**config.mk**
```make
export PLATFORM = sky130hd
export DESIGN_NAME = mem_access_unit
export DESIGN_NICKNAME = d
export VERILOG_FILES = /design/src/rtl/ctrl_encode_def.sv /design/src/rtl/load_align.sv /design/src/rtl/mem_access_unit.sv
export SDC_FILE = /design/constraint.sdc
export NUM_CORES = 1
export LEC_CHECK = 0
export ABC_AREA = 1
export ABC_CLOCK_PERIOD_IN_PS = 3300
export BUFFER_PORTS_ARGS = -buffer_cell sky130_fd_sc_hd__buf_2
export CAP_MARGIN = 30
export CELL_PAD_IN_SITES_DETAIL_PLACEMENT = 0
export CELL_PAD_IN_SITES_GLOBAL_PLACEMENT = 1
export CORE_ASPECT_RATIO = 0.9
export CORE_MARGIN = 2
export CORE_UTILIZATION = 35
export CTS_CLUSTER_DIAMETER = 200
export CTS_CLUSTER_SIZE = 16
export DETAILED_ROUTE_END_ITERATION = 8
export PLACE_DENSITY = 0.88
export SLEW_MARGIN = 20
export SYNTH_ARGS = -nofsm -noshare
export SYNTH_HDL_FRONTEND = slang
export SYNTH_SLANG_ARGS = --single-unit
```
**constraint.sdc**
```tcl
create_clock -name clk -period 3.3 [get_ports clk]
set_input_delay 0.495 -clock clk [delete_from_list [all_inputs] [get_ports clk]]
set_output_delay 0.495 -clock clk [all_outputs]
set_load 0.02 [all_outputs]
```
**src/rtl/ctrl_encode_def.sv**
```systemverilog
// Shared control encodings: ALU ops, memory access size codes, memory-stage FSM states.
// Latency: n/a (constants and a pure helper function only).
// Backpressure: n/a.
package ctrl_encode_def;

    // ALU operation select (datapath control)
    localparam logic [3:0] ALU_ADD  = 4'b0000;
    localparam logic [3:0] ALU_SUB  = 4'b0001;
    localparam logic [3:0] ALU_AND  = 4'b0010;
    localparam logic [3:0] ALU_OR   = 4'b0011;
    localparam logic [3:0] ALU_SLT  = 4'b0100;

    // Memory access size, op[1:0]; op[2] selects zero-extension on loads
    localparam logic [1:0] SZ_B   = 2'b00;
    localparam logic [1:0] SZ_H   = 2'b01;
    localparam logic [1:0] SZ_W   = 2'b10;
    localparam logic [1:0] SZ_RSV = 2'b11;

    // Memory access unit FSM state codes
    localparam logic [1:0] ST_IDLE   = 2'b00;
    localparam logic [1:0] ST_ACCESS = 2'b01;
    localparam logic [1:0] ST_RESP   = 2'b10;

    // An access is rejected when it is not naturally aligned or uses the reserved size.
    function automatic logic is_misaligned(input logic [1:0] sz, input logic [1:0] lo);
        logic bad;
        bad = 1'b0;
        case (sz)
            SZ_B:    bad = 1'b0;
            SZ_H:    bad = lo[0];
            SZ_W:    bad = (lo != 2'b00);
            default: bad = 1'b1;
        endcase
        return bad;
    endfunction

endpackage

```
**src/rtl/load_align.sv**
```systemverilog
// Load alignment: picks the addressed byte/half from a RAM word and sign- or zero-extends it.
// Latency: combinational, zero cycles.
// Backpressure: none.
// Ports: i_word RAM read word, i_lane addr[1:0], i_op access op, o_data extended result.
module load_align
    import ctrl_encode_def::*;
(
    input  logic [31:0] i_word,
    input  logic [1:0]  i_lane,
    input  logic [2:0]  i_op,
    output logic [31:0] o_data
);

    logic [7:0]  w_byte;
    logic [15:0] w_half;

    // Little-endian: byte lane n is bits [8n+7:8n]; addr[1] picks the upper half.
    assign w_byte = i_word[{i_lane, 3'b000} +: 8];
    assign w_half = i_lane[1] ? i_word[31:16] : i_word[15:0];

    always_comb begin
        o_data = i_word;
        case (i_op[1:0])
            SZ_B:    o_data = i_op[2] ? {24'b0, w_byte} : {{24{w_byte[7]}}, w_byte};
            SZ_H:    o_data = i_op[2] ? {16'b0, w_half} : {{16{w_half[15]}}, w_half};
            default: o_data = i_word;
        endcase
    end

endmodule

```
**src/rtl/mem_access_unit.sv**
```systemverilog
// Data-memory access stage: steers byte lanes to a word RAM, extends loads, flags misalignment.
// Latency: req to done = 2 cycles minimum (IDLE->ACCESS->RESP), +1 per RAM wait cycle.
// Backpressure: busy stalls the core while the request is held and the RAM has not returned mem_ready.
// Optional feature macro: MEM_TIMEOUT_EN (aborts an ACCESS after TIMEOUT cycles without mem_ready).
// Ports: clk/rst (sync, active-high); core side req/we/op/addr/wdata -> busy/done/rdata/misalign/timeout;
//        RAM side mem_req/mem_we/mem_be/mem_addr/mem_wdata -> mem_rdata/mem_ready.
module mem_access_unit
    import ctrl_encode_def::*;
#(
    parameter int TIMEOUT = 16
) (
    input  logic        clk,
    input  logic        rst,
    input  logic        req,
    input  logic        we,
    input  logic [2:0]  op,
    input  logic [31:0] addr,
    input  logic [31:0] wdata,
    output logic        busy,
    output logic        done,
    output logic [31:0] rdata,
    output logic        misalign,
    output logic        timeout,
    output logic        mem_req,
    output logic        mem_we,
    output logic [3:0]  mem_be,
    output logic [29:0] mem_addr,
    output logic [31:0] mem_wdata,
    input  logic [31:0] mem_rdata,
    input  logic        mem_ready
);

    logic [1:0]  r_state;
    logic [31:0] r_addr;
    logic [2:0]  r_op;
    logic        r_we;
    logic [31:0] r_wdata;
    logic [31:0] r_rdata;
    logic        r_misalign;

    logic        w_access;
    logic [3:0]  w_be;
    logic [31:0] w_wdata;
    logic [31:0] w_load;

    assign w_access = (r_state == ST_ACCESS);

    // Store lane steering: narrow stores replicate the data so any lane picks it up.
    always_comb begin
        w_be    = 4'b1111;
        w_wdata = r_wdata;
        if (r_we) begin
            case (r_op[1:0])
                SZ_B: begin
                    w_be    = 4'b0001 << r_addr[1:0];
                    w_wdata = {4{r_wdata[7:0]}};
                end
                SZ_H: begin
                    w_be    = r_addr[1] ? 4'b1100 : 4'b0011;
                    w_wdata = {2{r_wdata[15:0]}};
                end
                default: begin
                    w_be    = 4'b1111;
                    w_wdata = r_wdata;
                end
            endcase
        end
    end

    load_align u_load_align (
        .i_word (mem_rdata),
        .i_lane (r_addr[1:0]),
        .i_op   (r_op),
        .o_data (w_load)
    );

    // RAM-side outputs come from captured registers, so they are stable for the whole ACCESS.
    assign mem_req   = w_access;
    assign mem_we    = w_access & r_we;
    assign mem_be    = w_access ? w_be : 4'b0000;
    assign mem_addr  = w_access ? r_addr[31:2] : 30'b0;
    assign mem_wdata = w_access ? w_wdata : 32'b0;

    // busy is combinational on req so the core stalls in the same cycle it asks.
    assign busy     = ((r_state == ST_IDLE) & req) | w_access;
    assign done     = (r_state == ST_RESP);
    assign rdata    = r_rdata;
    assign misalign = r_misalign;

`ifdef MEM_TIMEOUT_EN
    localparam int CNT_W = (TIMEOUT > 1) ? $clog2(TIMEOUT) : 1;

    logic [CNT_W-1:0] r_cnt;
    logic             r_timeout;

    assign timeout = r_timeout;
`else
    logic w_unused_timeout;

    assign w_unused_timeout = (TIMEOUT != 0);
    assign timeout          = 1'b0;
`endif

    always_ff @(posedge clk) begin
        if (rst) begin
            r_state    <= ST_IDLE;
            r_addr     <= 32'b0;
            r_op       <= 3'b0;
            r_we       <= 1'b0;
            r_wdata    <= 32'b0;
            r_rdata    <= 32'b0;
            r_misalign <= 1'b0;
`ifdef MEM_TIMEOUT_EN
            r_cnt      <= '0;
            r_timeout  <= 1'b0;
`endif
        end else begin
            case (r_state)
                ST_IDLE: begin
                    if (req) begin
                        r_addr  <= addr;
                        r_op    <= op;
                        r_we    <= we;
                        r_wdata <= wdata;
                        // Misaligned accesses skip the RAM entirely and answer directly.
                        if (is_misaligned(op[1:0], addr[1:0])) begin
                            r_misalign <= 1'b1;
                            r_state    <= ST_RESP;
                        end else begin
                            r_state <= ST_ACCESS;
`ifdef MEM_TIMEOUT_EN
                            r_cnt   <= '0;
`endif
                        end
                    end
                end
                ST_ACCESS: begin
                    // mem_ready wins over the timeout in the final counted cycle.
                    if (mem_ready) begin
                        r_rdata <= r_we ? 32'b0 : w_load;
                        r_state <= ST_RESP;
                    end
`ifdef MEM_TIMEOUT_EN
                    else if (r_cnt == CNT_W'(TIMEOUT - 1)) begin
                        r_timeout <= 1'b1;
                        r_rdata   <= 32'b0;
                        r_state   <= ST_RESP;
                    end else begin
                        r_cnt <= r_cnt + 1'b1;
                    end
`endif
                end
                ST_RESP: begin
                    r_rdata    <= 32'b0;
                    r_misalign <= 1'b0;
`ifdef MEM_TIMEOUT_EN
                    r_timeout  <= 1'b0;
`endif
                    r_state    <= ST_IDLE;
                end
                default: r_state <= ST_IDLE;
            endcase
        end
    end

endmodule

```
## After elaboration in Yosys (flattened, before gate mapping)

Cells that the tools add are included.
Widths: inputs -> output; s select.

| word-level totals | value |
|---|---|
| output and inout bits | 104 |
| input bits | 104 |
| bits in registers | 103 |
| word-level logic and storage cells | 56 |

| operators by class | value |
|---|---|
| multiplexer cells | 26 |
| reductions and logical operators | 10 |
| shift operators | 2 |
| equality and inequality tests | 8 |
| bitwise gates (word level) | 3 |

Operators by type and width:

| cell | count |
|---|---|
| $mux 32 | 6 |
| $pmux 32 s2 | 3 |
| $shiftx 32x6->8 | 1 |
| $mux 30 | 1 |
| $mux 16 | 1 |
| $mux 4 | 3 |
| $pmux 4 s2 | 1 |
| $eq 2x1->1 const B | 3 |
| $logic_not 2->1 | 3 |
| $mux 2 | 3 |
| $reduce_and 2->1 | 3 |
| $reduce_bool 2->1 | 3 |
| $mux 1 | 5 |
| $eq 2x2->1 const B | 2 |
| $ne 2x2->1 const B | 2 |
| $pmux 2 s2 | 1 |
| $shl 1x2->4 const A | 1 |
| $pmux 1 s3 | 1 |
| $reduce_and 3->1 | 1 |
| $and 1x1->1 | 2 |
| $ne 2x1->1 const B | 1 |
| $pmux 1 s2 | 1 |
| $or 1x1->1 | 1 |

## Longest topological paths before layout

| depth | value |
|---|---|
| word-level depth | 8 |
| mapped depth | 9 |
| mapped depth without buffers | 8 |

## Hierarchy

A second synthesis with hierarchy kept.

| unflattened totals | value |
|---|---|
| cell total of the unflattened synthesis | 752 |
| area total of the unflattened synthesis | 5212.5 sq um |

By module, submodules not included:

| module | cells an instance | seq. area each (sq um) | times used | area each (sq um) |
|---|---|---|---|---|
| mem_access_unit | 598 | 2062.0 | 1 | 4291.6 |
| load_align | 154 | 0.0 | 1 | 920.9 |

## Least setup slack after synthesis

No wires, ideal clock.

| timing path | value |
|---|---|
| kind | reg-to-output |
| from | register r_op[1] |
| to | output port mem_wdata[23] |
| path slack | 1.410 ns |
| required time | 2.805 ns |
| path buffers | 2 |
| data arrival time | 1.395 ns |
| cell stages (with the launch flop) | 5 |
| cells stage by stage | dfxtp_1 > buf_4 > nor2_1 > clkbuf_1 > a211oi_1 |

| on the way | value |
|---|---|
| cells in the longest elaborated chain, start to end | 4 |
| elaborated cells on any way between the ends | 5 |
| classes of those cells | eq/ne: 1; mux: 3; reduce/logical: 1 |

RTL lines:

| item | line | text |
|---|---|---|
| from (decl) | mem_access_unit.sv:35 | `logic [2:0] r_op;` |
| from (signal assigned) | mem_access_unit.sv:122 | `r_op <= op;` |
| $eq 2x1->1 or $logic_not 2->1 (tied branches) | mem_access_unit.sv:53 | `case (r_op[1:0])` |
| $pmux 32 s2 (*) | mem_access_unit.sv:53 |  |
| $mux 32 (*) | mem_access_unit.sv:52 | `if (r_we) begin` |
| $mux 32 (*) | mem_access_unit.sv:82 | `assign mem_wdata = w_access ? w_wdata : 32'b0;` |
| to (decl) | mem_access_unit.sv:28 | `output logic [31:0] mem_wdata,` |

Every way passes the cells marked *; elsewhere a longest branch is shown, timed or not.

## Worst setup path after layout

| timing path | value |
|---|---|
| from | register r_op[1] |
| to | output port mem_wdata[13] |

Same word-level chain as after synthesis.

==> out/results.tsv <==
stage	metric	value	unit
synth	Post-Synth Simple-Gate Area	25.81	%
power_and_ir_drop	VDD IR-drop max	0.0003193	V
sta	Max Slew Vio Count	0	
die	Starting Density	35.39	%
drt	wirelength, routed	15.27	mm
power_and_ir_drop	Tot Pwr	3.258	mW
synth	post-synthesis xor/xnor area fraction	0	%
drt	DRC errors left	0	
synth	Synth Flop Type	dfxtp_1	
cells_and_area	post-route insts no fill	1089	
drt	number of detailed-route iterations in the first pass	4	
global_route	largest net degree at the start of global routing	60	
die	Top-Level Pins	208	
sta	RSZ-0062 raised after global routing	no	
drt	Detail Route Antenna Nets	0	
sta	min Tclk post-route	2786	ps
synth	synth warn	0	
synth	largest family of logic cells by synthesized area	simple AND/OR/NAND/NOR gates	
cells_and_area	Area Growth Syn to Fin	29.04	%
clock_network	Hold Buf Count CTS	0	
synth	sequential share of the synthesized area	41.91	%
clock_network	clk slew on worst S/H paths	70	ps
worst_hold_path	Worst Hold Path Cells	3	
synth	compound-gate portion of the synthesized area	21.95	%
synth	synthesized-area fraction occupied by adder cells	0	%
sta	Slew HR	45.92	%
worst_hold_path	hold endpoint	r_wdata[16]	
run	Max-Cap Viols	0	
clock_network	clk_lat worst skew	350	ps
die	Die H	116.5	um
setup_path	reg2reg start	r_op[1]	
power_and_ir_drop	leak pwr	2.980	nW
synth	top-area cell type share of the netlist area	41.91	%
setup_path	r2r endpoint	rdata[31]	
drt	iteration-0 DRC count of the detailed router	378	
cells_and_area	final core occ	45.67	%
synth	mux cell area share after synthesis	0	%
synth	leading cell types by count after synthesis	155 x nor2_1, 138 x nand2_1, 103 x dfxtp_1, 76 x a21oi_1, 63 x inv_1	
placed_design	port bufs	206	
placed_design	worst slack, placed	918.8	ps
clock_network	CTS Sinks	103	
setup_path	CP endpoint kind	primary output	
synth	Cell Area, Synth	4920	sq um
synth	Synth Instances	717	
global_route	vias in the first global route	4539	
setup_path	Arr. time, crit path	2290	ps
synth	ys async rst share	0	%
sta	Worst-Margin Slew	811.2	ps
drt	Via Count	5134	
sta	worst setup margin	514.1	ps
setup_path	worst reg2reg setup slack	1310	ps
die	row cnt	41	
synth	count leader, synth	nor2_1	
global_route	first-pass GRT wire length	23.60	mm
synth	EDFF count, synth	0	
clock_network	CTS tree	done	
cells_and_area	nets	993	
sta	final period utilization	84.42	%
placed_design	placed cell count	1071	
placed_design	placer congestion estimate	0.8337	
power_and_ir_drop	Power Dens Cells	513.1	nW/um^2
synth	mean post-synth cell area	6.862	sq um
placed_design	dpl hpwl	10.97	mm
synth	Mapped Nets	821	
worst_hold_path	Hold WC Path Type	in2reg	
clock_network	CTS Buf Count	9	
setup_path	crit path kind	reg2out	
synth	Synth area leaders	dfxtp_1 42%, nor2_1 12%, nand2_1 11%	
die	die width	129.0	um
placed_design	Area after DPL	6028	sq um
sta	final hold vios	0	
clock_network	Root Buffer	clkbuf_16	
setup_path	Crit Path Max Fanout	18	
sta	Final TNS setup	0	ps
status	status	finished, final reports clean	
drt	Via-to-Cell Ratio	4.714	
clock_network	post-CTS setup buffer count	0	
sta	hold slack	379.9	ps
setup_path	Startpoint Class	flop	
cells_and_area	layout cells sized above 1	28.08	%
sta	final setup fails	0	
global_route	initial antenna violation count	2	
synth	Yosys cell types	28	
die	die area	15020	sq um
global_route	GRT Overall Usage	20.12	%
sta	clk_skew	6.358	ps
clock_network	H-tree depth	3	
synth	register bit count reported by yosys	103	
worst_hold_path	Hold Path Origin	wdata[16]	
clock_network	post-CTS sizing	0	
synth	Synth area leader	dfxtp_1	
global_route	global route total overflow	0	
drt	Avg WL per Cell	14.02	um
setup_path	Critical Path RT	2800	ps
clock_network	CTS Buffer Depth	2	
cells_and_area	final instance area	6349	sq um
sta	max frequency	359.0	MHz
die	core footprint	13900	sq um
setup_path	Worst R2R Path Depth	5	
[layout by cell type (no fill, tap or decap), types with 2 or more instances in the layout]
| cell | n |
|---|---|
| nor2_1 | 154 |
| inv_1 | 63 |
| nor2_2 | 3 |
| nand2_1 | 137 |
| a22oi_1 | 8 |
| buf_4 | 5 |
| o21ai_0 | 24 |
| nand2_4 | 2 |
| o22ai_1 | 7 |
| a21oi_1 | 76 |
| dfxtp_1 | 103 |
| diode_2 | 2 |
| clkinvlp_4 | 2 |
| inv_2 | 5 |
| a21oi_2 | 7 |
| clkbuf_16 | 9 |
| nand3_1 | 14 |
| buf_2 | 205 |
| a211oi_1 | 53 |
| clkbuf_8 | 2 |
| inv_6 | 2 |
[worst max-delay path by stage]
| stage | slack [ps] | from | cells past startpoint | endpoint |
|---|---|---|---|---|
| after detailed placement | 920 | r_op[1] | 5 | mem_wdata[29] |
| after CTS | 540 | r_op[1] | 5 | mem_wdata[29] |
| final | 510 | r_op[1] | 5 | mem_wdata[13] |
| after global routing | 370 | r_op[1] | 5 | mem_wdata[12] |
| after floorplan | 1410 | r_op[1] | 4 | mem_wdata[23] |
| after global placement | 980 | r_op[1] | 5 | mem_wdata[29] |
[power by group]
group | total [mW] | internal, mW | switching [mW]
clock | 1.13 | 0.635 | 0.496
combinational | 0.726 | 0.242 | 0.484
sequential | 1.40 | 1.35 | 0.0509
total | 3.26 | 2.23 | 1.03
[per-layer routing]
| layer | vias to the layer above | share of wire (%) | track usage (%) |
|---|---|---|---|
| met3 | 17 | 7.7 | 6.963 |
| met5 | - | 0 | 0 |
| met4 | 0 | 1.4 | 6.304 |
| met1 | 2284 | 47 | 27.02 |
| met2 | 168 | 44 | 30.55 |
| li1 | 2665 | - | - |
[kinds of logic after synthesis]
| kind of cell | after synthesis |
|---|---|
| AOI/OAI and AO/OA | 177 |
| other | 1 |
| DFF | 103 |
| and+or+nand+nor | 317 |
| buffers and inverters | 119 |
[sequential cells by signal, summed over array words and instances (netlist names)]
name	cells
misalign	1
r_state	2
r_wdata	32
r_we	1
rdata	32
r_addr	32
r_op	3
[final cells by class]
type | count | area, sq um
Clock inverter | 5 | 62.56
Timing Repair Buffer | 212 | 1106
Multi-Input combinational cell | 495 | 2364
Tap cell | 193 | 241.5
Antenna cell | 2 | 5.005
Fill cell | 1534 | 7553
Clock buffer | 11 | 252.7
Sequential cell | 103 | 2062
Inverter | 68 | 255.2
[worst max-delay path, cell delays in order (launching register included)]
cell and delay, ps:
dfxtp_1 500, nor2_2 720, a22oi_1 130, o21ai_0 340, a21oi_1 60, buf_2 170
(Power assumes the default switching activity.)
